[config.mk]
export PLATFORM = sky130hd
export DESIGN_NAME = uart_tx
export DESIGN_NICKNAME = d
export VERILOG_FILES = /design/src/rtl/uart_pkg.sv /design/src/rtl/uart_baud_gen.sv /design/src/rtl/uart_tx.sv
export SDC_FILE = /design/constraint.sdc
export NUM_CORES = 1
export LEC_CHECK = 0
export CAP_MARGIN = 20
export CORE_MARGIN = 4
export CORE_UTILIZATION = 44
export DETAILED_ROUTE_END_ITERATION = 6
export MAX_ROUTING_LAYER = met4
export SYNTH_ARGS = -nofsm -noshare
export SYNTH_HDL_FRONTEND = slang
export SYNTH_HIERARCHICAL = 1
export SYNTH_SLANG_ARGS = --single-unit
[constraint.sdc]
create_clock -name clk -period 2.7 [get_ports clk]
set_input_delay 0.405 -clock clk [delete_from_list [all_inputs] [get_ports clk]]
set_output_delay 0.405 -clock clk [all_outputs]
set_load 0.005 [all_outputs]
[src/rtl/uart_pkg.sv]
// uart_pkg
//   Shared definitions for the UART transmitter and receiver: the transmit
//   state encoding plus the frame and baud-rate constants both sides agree on.
package uart_pkg;

  localparam int UART_DATA_BITS             = 8;
  localparam int UART_DEFAULT_CLKS_PER_BAUD = 1250;

  typedef enum logic [2:0] {
    IDLE   = 3'd0,
    START  = 3'd1,
    DATA   = 3'd2,
    PARITY = 3'd3,
    STOP   = 3'd4
  } tx_state_t;

endpackage

[src/rtl/uart_baud_gen.sv]
// uart_baud_gen
//   Bit-period timer. Counts 0..CLKS_PER_BAUD-1 and flags the terminal count,
//   after which it restarts from zero. Holding clear keeps the count at zero so
//   the first bit of a frame always gets a full period.
//
// Ports:
//   clk    in   system clock
//   nRst   in   asynchronous active-low reset
//   clear  in   hold counter at zero (e.g. while the line is idle)
//   tick   out  high for the last cycle of each bit period
module uart_baud_gen
  import uart_pkg::*;
#(
  parameter int CLKS_PER_BAUD = UART_DEFAULT_CLKS_PER_BAUD
) (
  input  logic clk,
  input  logic nRst,
  input  logic clear,
  output logic tick
);

  localparam int CNT_W = $clog2(CLKS_PER_BAUD);
  localparam logic [CNT_W-1:0] TERMINAL = CNT_W'(CLKS_PER_BAUD - 1);

  logic [CNT_W-1:0] cnt_q;
  logic [CNT_W-1:0] cnt_d;

  always_comb begin
    tick  = !clear && (cnt_q == TERMINAL);
    cnt_d = cnt_q + CNT_W'(1);
    // Wrapping at the terminal count keeps the counter from ever exceeding it.
    if (clear || (cnt_q == TERMINAL)) begin
      cnt_d = '0;
    end
  end

  always_ff @(posedge clk or negedge nRst) begin
    if (!nRst) begin
      cnt_q <= '0;
    end else begin
      cnt_q <= cnt_d;
    end
  end

endmodule

[src/rtl/uart_tx.sv]
// uart_tx
//   UART transmitter: 1 start bit, 8 data bits LSB first, even parity, 1 stop
//   bit. Bytes arrive over a valid/ready handshake and leave on tx_serial.
//
// Ports:
//   clk        in   system clock
//   nRst       in   asynchronous active-low reset
//   tx_valid   in   producer has a byte on tx_byte
//   tx_byte    in   byte to send, sampled only on the accept cycle
//   tx_ready   out  transmitter can accept a byte this cycle (IDLE only)
//   tx_serial  out  serial line, idle high, registered
//   tx_busy    out  frame in progress
//   tx_done    out  one-cycle pulse after the stop bit completes
module uart_tx
  import uart_pkg::*;
#(
  parameter int CLKS_PER_BAUD = UART_DEFAULT_CLKS_PER_BAUD
) (
  input  logic                      clk,
  input  logic                      nRst,
  input  logic                      tx_valid,
  input  logic [UART_DATA_BITS-1:0] tx_byte,
  output logic                      tx_ready,
  output logic                      tx_serial,
  output logic                      tx_busy,
  output logic                      tx_done
);

  localparam int IDX_W = $clog2(UART_DATA_BITS);
  localparam logic [IDX_W-1:0] LAST_IDX = IDX_W'(UART_DATA_BITS - 1);

  tx_state_t                 state_q, state_d;
  logic [UART_DATA_BITS-1:0] shift_q, shift_d;
  logic                      parity_q, parity_d;
  logic [IDX_W-1:0]          bit_idx_q, bit_idx_d;
  logic                      serial_q, serial_d;
  logic                      done_q, done_d;
  logic                      accept;
  logic                      baud_clear;
  logic                      tick;

  assign tx_ready   = (state_q == IDLE);
  assign tx_busy    = (state_q == START) || (state_q == DATA) ||
                      (state_q == PARITY) || (state_q == STOP);
  assign tx_serial  = serial_q;
  assign tx_done    = done_q;
  assign accept     = tx_valid && tx_ready;
  // Any non-frame state (including an illegal encoding) parks the timer at
  // zero, so a freshly accepted byte always starts a whole start-bit period.
  assign baud_clear = !tx_busy;

  uart_baud_gen #(
    .CLKS_PER_BAUD(CLKS_PER_BAUD)
  ) u_baud_gen (
    .clk  (clk),
    .nRst (nRst),
    .clear(baud_clear),
    .tick (tick)
  );

  // serial_d is derived from the current state and registered, so the line
  // trails the state by one cycle: the start bit appears on the edge after
  // the accept edge and the line stays high for one cycle after STOP ends.
  always_comb begin
    state_d   = state_q;
    shift_d   = shift_q;
    parity_d  = parity_q;
    bit_idx_d = bit_idx_q;
    serial_d  = 1'b1;
    done_d    = 1'b0;

    case (state_q)
      IDLE: begin
        bit_idx_d = '0;
        if (accept) begin
          shift_d  = tx_byte;
          parity_d = ^tx_byte;
          state_d  = START;
        end
      end
      START: begin
        serial_d = 1'b0;
        if (tick) begin
          state_d = DATA;
        end
      end
      DATA: begin
        serial_d = shift_q[bit_idx_q];
        if (tick) begin
          if (bit_idx_q == LAST_IDX) begin
            bit_idx_d = '0;
            state_d   = PARITY;
          end else begin
            bit_idx_d = bit_idx_q + IDX_W'(1);
          end
        end
      end
      PARITY: begin
        serial_d = parity_q;
        if (tick) begin
          state_d = STOP;
        end
      end
      STOP: begin
        if (tick) begin
          state_d = IDLE;
          done_d  = 1'b1;
        end
      end
      default: begin
        state_d   = IDLE;
        shift_d   = '0;
        parity_d  = 1'b0;
        bit_idx_d = '0;
      end
    endcase
  end

  always_ff @(posedge clk or negedge nRst) begin
    if (!nRst) begin
      state_q   <= IDLE;
      shift_q   <= '0;
      parity_q  <= 1'b0;
      bit_idx_q <= '0;
      serial_q  <= 1'b1;
      done_q    <= 1'b0;
    end else begin
      state_q   <= state_d;
      shift_q   <= shift_d;
      parity_q  <= parity_d;
      bit_idx_q <= bit_idx_d;
      serial_q  <= serial_d;
      done_q    <= done_d;
    end
  end

endmodule

Yosys cells after proc, flatten, opt, wreduce, memory -nomap -nowiden
Cells that the tools add are included.
{"block": "classes", "add_sub_neg": 2, "order_cmp": 1, "n_eq_ne": 12, "n_mux": 20, "n_bitwise": 2, "n_reduce_logical": 14}
{"operator": "3-bit two-way mux", "count": 8}
{"operator": "8-bit one-hot mux with 2 select lines", "count": 1}
{"operator": "3-bit one-hot mux with 5 select lines", "count": 1}
{"operator": "11-bit by 1-bit adder with 11-bit output, second input constant", "count": 1}
{"operator": "11-bit == test, second input constant", "count": 1}
{"operator": "11-bit two-way mux", "count": 1}
{"operator": "8-bit two-way mux", "count": 1}
{"operator": "2-bit != test, second input constant", "count": 4}
{"operator": "8-bit XOR reduction", "count": 1}
{"operator": "3-bit by 2-bit == test with 1-bit output, second input constant", "count": 2}
{"operator": "3-bit == test, second input constant", "count": 2}
{"operator": "3-bit one-hot mux with 2 select lines", "count": 1}
{"operator": "6-bit AND reduction", "count": 1}
{"operator": "1-bit logical OR", "count": 4}
{"operator": "3-bit by 4-bit less-than comparator with 1-bit output, second input constant", "count": 1}
{"operator": "1-bit two-way mux", "count": 4}
{"operator": "2-bit by 1-bit != test with 1-bit output, second input constant", "count": 2}
{"operator": "2-bit AND reduction", "count": 2}
{"operator": "4-bit OR reduction", "count": 1}
{"operator": "3-bit by 1-bit adder with 3-bit output, second input constant", "count": 1}
{"operator": "1-bit binary-select mux with 3-bit select", "count": 1}
{"operator": "3-bit by 1-bit == test with 1-bit output, second input constant", "count": 1}
{"operator": "3-bit logical NOT", "count": 1}
{"operator": "1-bit one-hot mux with 3 select lines", "count": 1}
{"operator": "5 further kinds", "count": 7}
{"block": "totals", "reg_bits": 28, "in_bits": 11, "output_inout_bits": 4, "elab_cells": 58}

Longest topological paths before layout
{"block": "logic_depth", "depth_word": 7, "ltp_mapped": 8, "ltp_nobuf": 8}

Modules after synthesis
Netlist, hierarchy kept.
{"module": "uart_tx", "n_inst": 1, "cells_each": 77, "area_per_inst_um2": 915.9, "seq_area_each_um2": 426.7}
{"module": "uart_baud_gen", "n_inst": 1, "cells_each": 54, "area_per_inst_um2": 559.3, "seq_area_each_um2": 275.3}

Worst setup path after synthesis
Ideal clock, no wire load.
{"block": "synth_timing", "path_kind": "register to register", "startpoint": "register state_q[1]", "endpoint": "register bit_idx_q[1]", "setup_time_ps": 78, "arrival_time_ps": 1884, "required_time_ps": 2622, "path_slack_ps": 737, "stages_incl_launch_ff": 8, "synth_period_minus_slack_ps": 1963, "cell_sequence": "dfrtp_1 -> nor2_1 -> xor2_1 -> nor4bb_1 -> inv_1 -> nor3_2 -> a22oi_1 -> o2bb2ai_1"}
{"block": "synth_between", "elab_chain_len": 7, "word_cells_on_any_way": 13, "classes_between": "eq/ne (5); mux (1); bitwise (1); reduce/logical (6)"}
{"item": "start: declaration", "line_no": "uart_tx.sv:32", "source": "tx_state_t state_q, state_d;"}
{"item": "start signal: assignment", "line_no": "uart_tx.sv:128", "source": "state_q <= state_d;"}
{"item": "3-bit by 1-bit == test with 1-bit output / 3-bit by 2-bit == test with 1-bit output (equally long branches)", "line_no": "uart_tx.sv:43", "source": "assign tx_busy = (state_q == START) || (state_q == DATA) ||"}
{"item": "1-bit logical OR (2 in series)", "line_no": "uart_tx.sv:43"}
{"item": "1-bit logical OR *", "line_no": "uart_tx.sv:44", "source": "(state_q == PARITY) || (state_q == STOP);"}
{"item": "1-bit logical AND *", "line_no": "uart_baud_gen.sv:29", "source": "tick = !clear && (cnt_q == TERMINAL);"}
{"item": "named net tick", "line_no": "uart_tx.sv:40", "source": "logic tick;"}
{"item": "2-bit != test (no line) *"}
{"item": "2-bit AND reduction (no line) *"}
{"item": "end signal: assignment", "line_no": "uart_tx.sv:131", "source": "bit_idx_q <= bit_idx_d;"}
{"item": "end: declaration", "line_no": "uart_tx.sv:35", "source": "logic [IDX_W-1:0] bit_idx_q, bit_idx_d;"}
Mark *: on every way through the listed nets, which the timed path passes. The rest lies on a longest branch.
A chain may end at the register's enable or synchronous reset.

Worst setup path after layout
{"block": "layout_timing", "startpoint": "register state_q[0]", "endpoint": "register bit_idx_q[1]"}
The elaborated chain is that of the path after synthesis.

==> results.json <==
{
  "p_int_uw": 527,
  "tritoncts_clock_tree": "built",
  "largest_fanout_of_any_net_on_the_critical_path": 12,
  "fmax_ghz": 0.420,
  "final_core_density_pct": 53.4,
  "timing.critical_path.from_type": "register",
  "finalWorstPathRequiredPeriod_ns": 2.38,
  "clkPwrFrac_pct": 30.6,
  "finalMaxSlewViolations": 0,
  "diode_count": 0,
  "ff2ff_path_depth": 7,
  "insertion_delay_ns": 0.34,
  "detailedRoute.firstPassIterationCount": 4,
  "antenna_left": 0,
  "synth_flop_cell": "dfrtp_1",
  "comb_power_share_pct": 6.6,
  "vdd_ir_drop_max_uv": 403,
  "die_width_um": 65.9,
  "placedInstanceArea_mm2": 0.00163,
  "synth_seq_cells": 28,
  "path_clk_slew_ns": 0.15,
  "timing.max_slew.rel_slack_pct": 59.3,
  "worstSetupPathType": "register to register",
  "globalRouteOverflowTotal": 0,
  "placement.io_buffers": 14,
  "drt_first_iter_violations": 111,
  "drt-vias-per-instance": 5.50,
  "cts.sink_count": 28,
  "rsz0062_at_grt": "false",
  "syn-num-nets": 146,
  "timing.critical_path.to_type": "register",
  "synth_edf_count": 0,
  "floorplan.die.height_um": 65.9,
  "sequentialPowerShare_pct": 62.8,
  "run_status": "complete, no violations",
  "final_cell_area_mm2": 0.00167,
  "cts_root_buf": "clkbuf_4",
  "power.leakage_uw": 0.000665,
  "rr_startpoint": "state_q[0]$_DFFE_PN0P_",
  "numCtsBuffers": 3,
  "timing_worst_slew_pin_value_ns": 0.603,
  "routed_wire_length_per_instance_um": 14.5,
  "final.setup.tns_ns": 0,
  "rr_endpoint": "bit_idx_q[1]$_DFFE_PN0P_",
  "postSynth.asyncResetShare_pct": 100,
  "core-area_mm2": 0.00313,
  "synth.yosys.warnings": 6,
  "cts.path.max_buffers": 2,
  "power.density_mw_per_mm2": 400,
  "routed_wl_um": 2740,
  "syn-cell-area_mm2": 0.00148,
  "grt_use_total_pct": 15.0,
  "filler_cell_count": 302,
  "initial_antenna_violation_count": 0,
  "drv_cap": 0,
  "critical_path_required_ns": 2.98,
  "grt.met1_usage_pct": 20.6,
  "cell_by_cell_listing_of_the_critical_path": "nor2_1 -> xor2_1 -> nor4bb_1 -> inv_1 -> nor3_2 -> a22oi_1 -> o2bb2ai_1",
  "die_area_mm2": 0.00434,
  "max_stage_delay_ns": 0.58,
  "routed-via-count": 1040,
  "syn_avg_cell_area_um2": 11.3,
  "post_synth_num_cell_types": 39,
  "top_usage_layer": "met2",
  "cts.repair_timing.setup_buffer_count": 0,
  "io-pin-count": 15,
  "report.final.setup_viol": 0,
  "globalplace.congestion": 0.869,
  "grt_pass1_wl_um": 4830,
  "hold_buffers": 0,
  "timing.final.crit_share_pct": 88.3,
  "remaining_design_rule_violation_count": 0,
  "syn2layout_area_growth_pct": 13.1,
  "reg2reg_slack_ns": 0.32,
  "synthCells": 131,
  "drive_above_1_share_pct": 17.2,
  "synth_seq_area_share_pct": 47.6,
  "final_net_count": 161,
  "cp.arrival_ns": 2.66,
  "post-dp-hpwl_um": 1980,
  "global_route_met2_utilization_pct": 21.4,
  "power.switching_fraction_pct": 21.1,
  "critical-path-slowest-cell": "nor4bb_1",
  "grt_start_max_net_pins": 29,
  "skew_ns": 0.0174,
  "first_global_vias": 1018,
  "finalHoldViolCount": 0,
  "p_switching_uw": 141,
  "groute.layer.met3.usage_pct": 4.25,
  "post_cts.resized_instances": 0,
  "placement_rows": 20,
  "htree_levels": 1,
  "starting_density_of_the_core_pct": 47.2,
  "min_path_type": "input pin to asynchronous set/reset pin"
}
worst max-delay path, delay by kind of cell (launching register included):
| family | cells | cell delay [ns] |
|---|---|---|
| AOI/OAI and AO/OA | 2 | 0.29 |
| xor gates and xnor gates | 1 | 0.16 |
| buffers and inverters | 1 | 0.18 |
| DFF | 1 | 0.53 |
| and+or+nand+nor | 3 | 1.16 |
state kept, by name, summed over array words and instances (netlist names):
| signal | count |
|---|---|
| state_q | 3 |
| tx_done | 1 |
| parity_q | 1 |
| u_baud_gen/cnt_q | 11 |
| shift_q | 8 |
| tx_serial | 1 |
| bit_idx_q | 3 |
per-layer routing:
metal  vias up  wire [um]
li1        516          -
met2        18       1190
met4         0         39
met3         4        118
met1       502       1390
met5         -          0
final cells by class:
| type | instances | area (um2) | area share (%) |
|---|---|---|---|
| flip-flops and latches | 28 | 702 | 42.1 |
| well taps | 44 | 55.1 | 3.30 |
| inverters | 6 | 22.5 | 1.35 |
| multi-input cells | 92 | 706 | 42.3 |
| clock buffers | 4 | 36.3 | 2.17 |
| repair buffers | 15 | 148 | 8.85 |
cell usage after synthesis, drive strengths merged, types with 3 or more instances:
| master | n | area [um2] |
|---|---|---|
| nand3 | 8 | 50.1 |
| o21ai | 3 | 15.0 |
| or4 | 3 | 22.5 |
| dfrtp | 27 | 676 |
| or3 | 3 | 20.0 |
| a22oi | 3 | 22.5 |
| a22o | 9 | 90.1 |
| xnor2 | 8 | 70.1 |
| buf | 3 | 27.5 |
| ha | 4 | 50.1 |
| o31ai | 3 | 22.5 |
| nor2 | 10 | 37.5 |
| nand2 | 4 | 15.0 |
| a21oi | 9 | 56.3 |
| xor2 | 4 | 35.0 |
| inv | 6 | 22.5 |
| o2bb2ai | 3 | 26.3 |
worst max-delay path by stage:
stage | slack [ns] | startpoint | end | cells past startpoint
2_1_floorplan | 0.74 | state_q[1]$_DFFE_PN0P_ | bit_idx_q[1]$_DFFE_PN0P_ | 7
3_3_place_gp | 0.46 | state_q[0]$_DFFE_PN0P_ | bit_idx_q[2]$_DFFE_PN0P_ | 7
3_5_place_dp | 0.35 | state_q[0]$_DFFE_PN0P_ | bit_idx_q[1]$_DFFE_PN0P_ | 7
4_1_cts | 0.30 | state_q[0]$_DFFE_PN0P_ | tx_busy | 4
5_1_grt | 0.04 | state_q[0]$_DFFE_PN0P_ | bit_idx_q[2]$_DFFE_PN0P_ | 7
6_report | 0.32 | state_q[0]$_DFFE_PN0P_ | bit_idx_q[1]$_DFFE_PN0P_ | 7
stage by stage:
| stage | std cells | setup slack [ns] | hold slack (ns) | total power [uW] |
|---|---|---|---|---|
| after CTS | 189 | 0.299 | 0.423 | 681 |
| final | 189 | 0.317 | 0.413 | 668 |
| after global placement | 185 | 0.465 | 0.486 | 472 |
| after floorplan | 131 | 0.737 | 0.109 | 445 |
| after detailed placement | 185 | 0.345 | 0.485 | 473 |
| after global routing | 189 | 0.0385 | 0.431 | 703 |
power groups by stage:
stage / Combinational (uW) / Clock (uW) / Sequential (uW)
finish: 44.3 / 204 / 420
global route: 49.1 / 234 / 420
CTS: 45.7 / 216 / 420
detailed placement: 45.8 / 0 / 427
global placement: 45.1 / 0 / 427
floorplan: 17.2 / 0 / 427
placed cells by master (no fill, tap or decap), types with 2 or more instances in the layout:
cell / count
nand4_1: 2
xnor2_1: 8
nand2_1: 4
nand3_2: 2
or4_1: 3
mux2i_1: 2
a22o_2: 9
dfrtp_1: 27
o21ai_0: 3
clkdlybuf4s50_1: 14
o2bb2ai_1: 3
nand3_1: 6
a22oi_1: 3
nor3_2: 2
ha_1: 4
or3_1: 2
o31ai_1: 3
a21oi_1: 8
clkbuf_4: 3
inv_1: 6
nor2_1: 10
xor2_1: 4
logic make-up (layout without fill, tap and decap cells):
logic type / after synthesis / after routing / synth area share, %
multiplexers: 3 / 3 / 2.88
XOR/XNOR: 12 / 12 / 7.12
AND/OR/NAND/NOR: 38 / 38 / 15.8
AO/OA/AOI/OAI: 35 / 35 / 18.7
flip-flops: 28 / 28 / 47.6
adder cells (fa/ha/maj): 4 / 4 / 3.39
buffers and inverters: 11 / 25 / 4.58
Power figures use the tool's default switching activity.
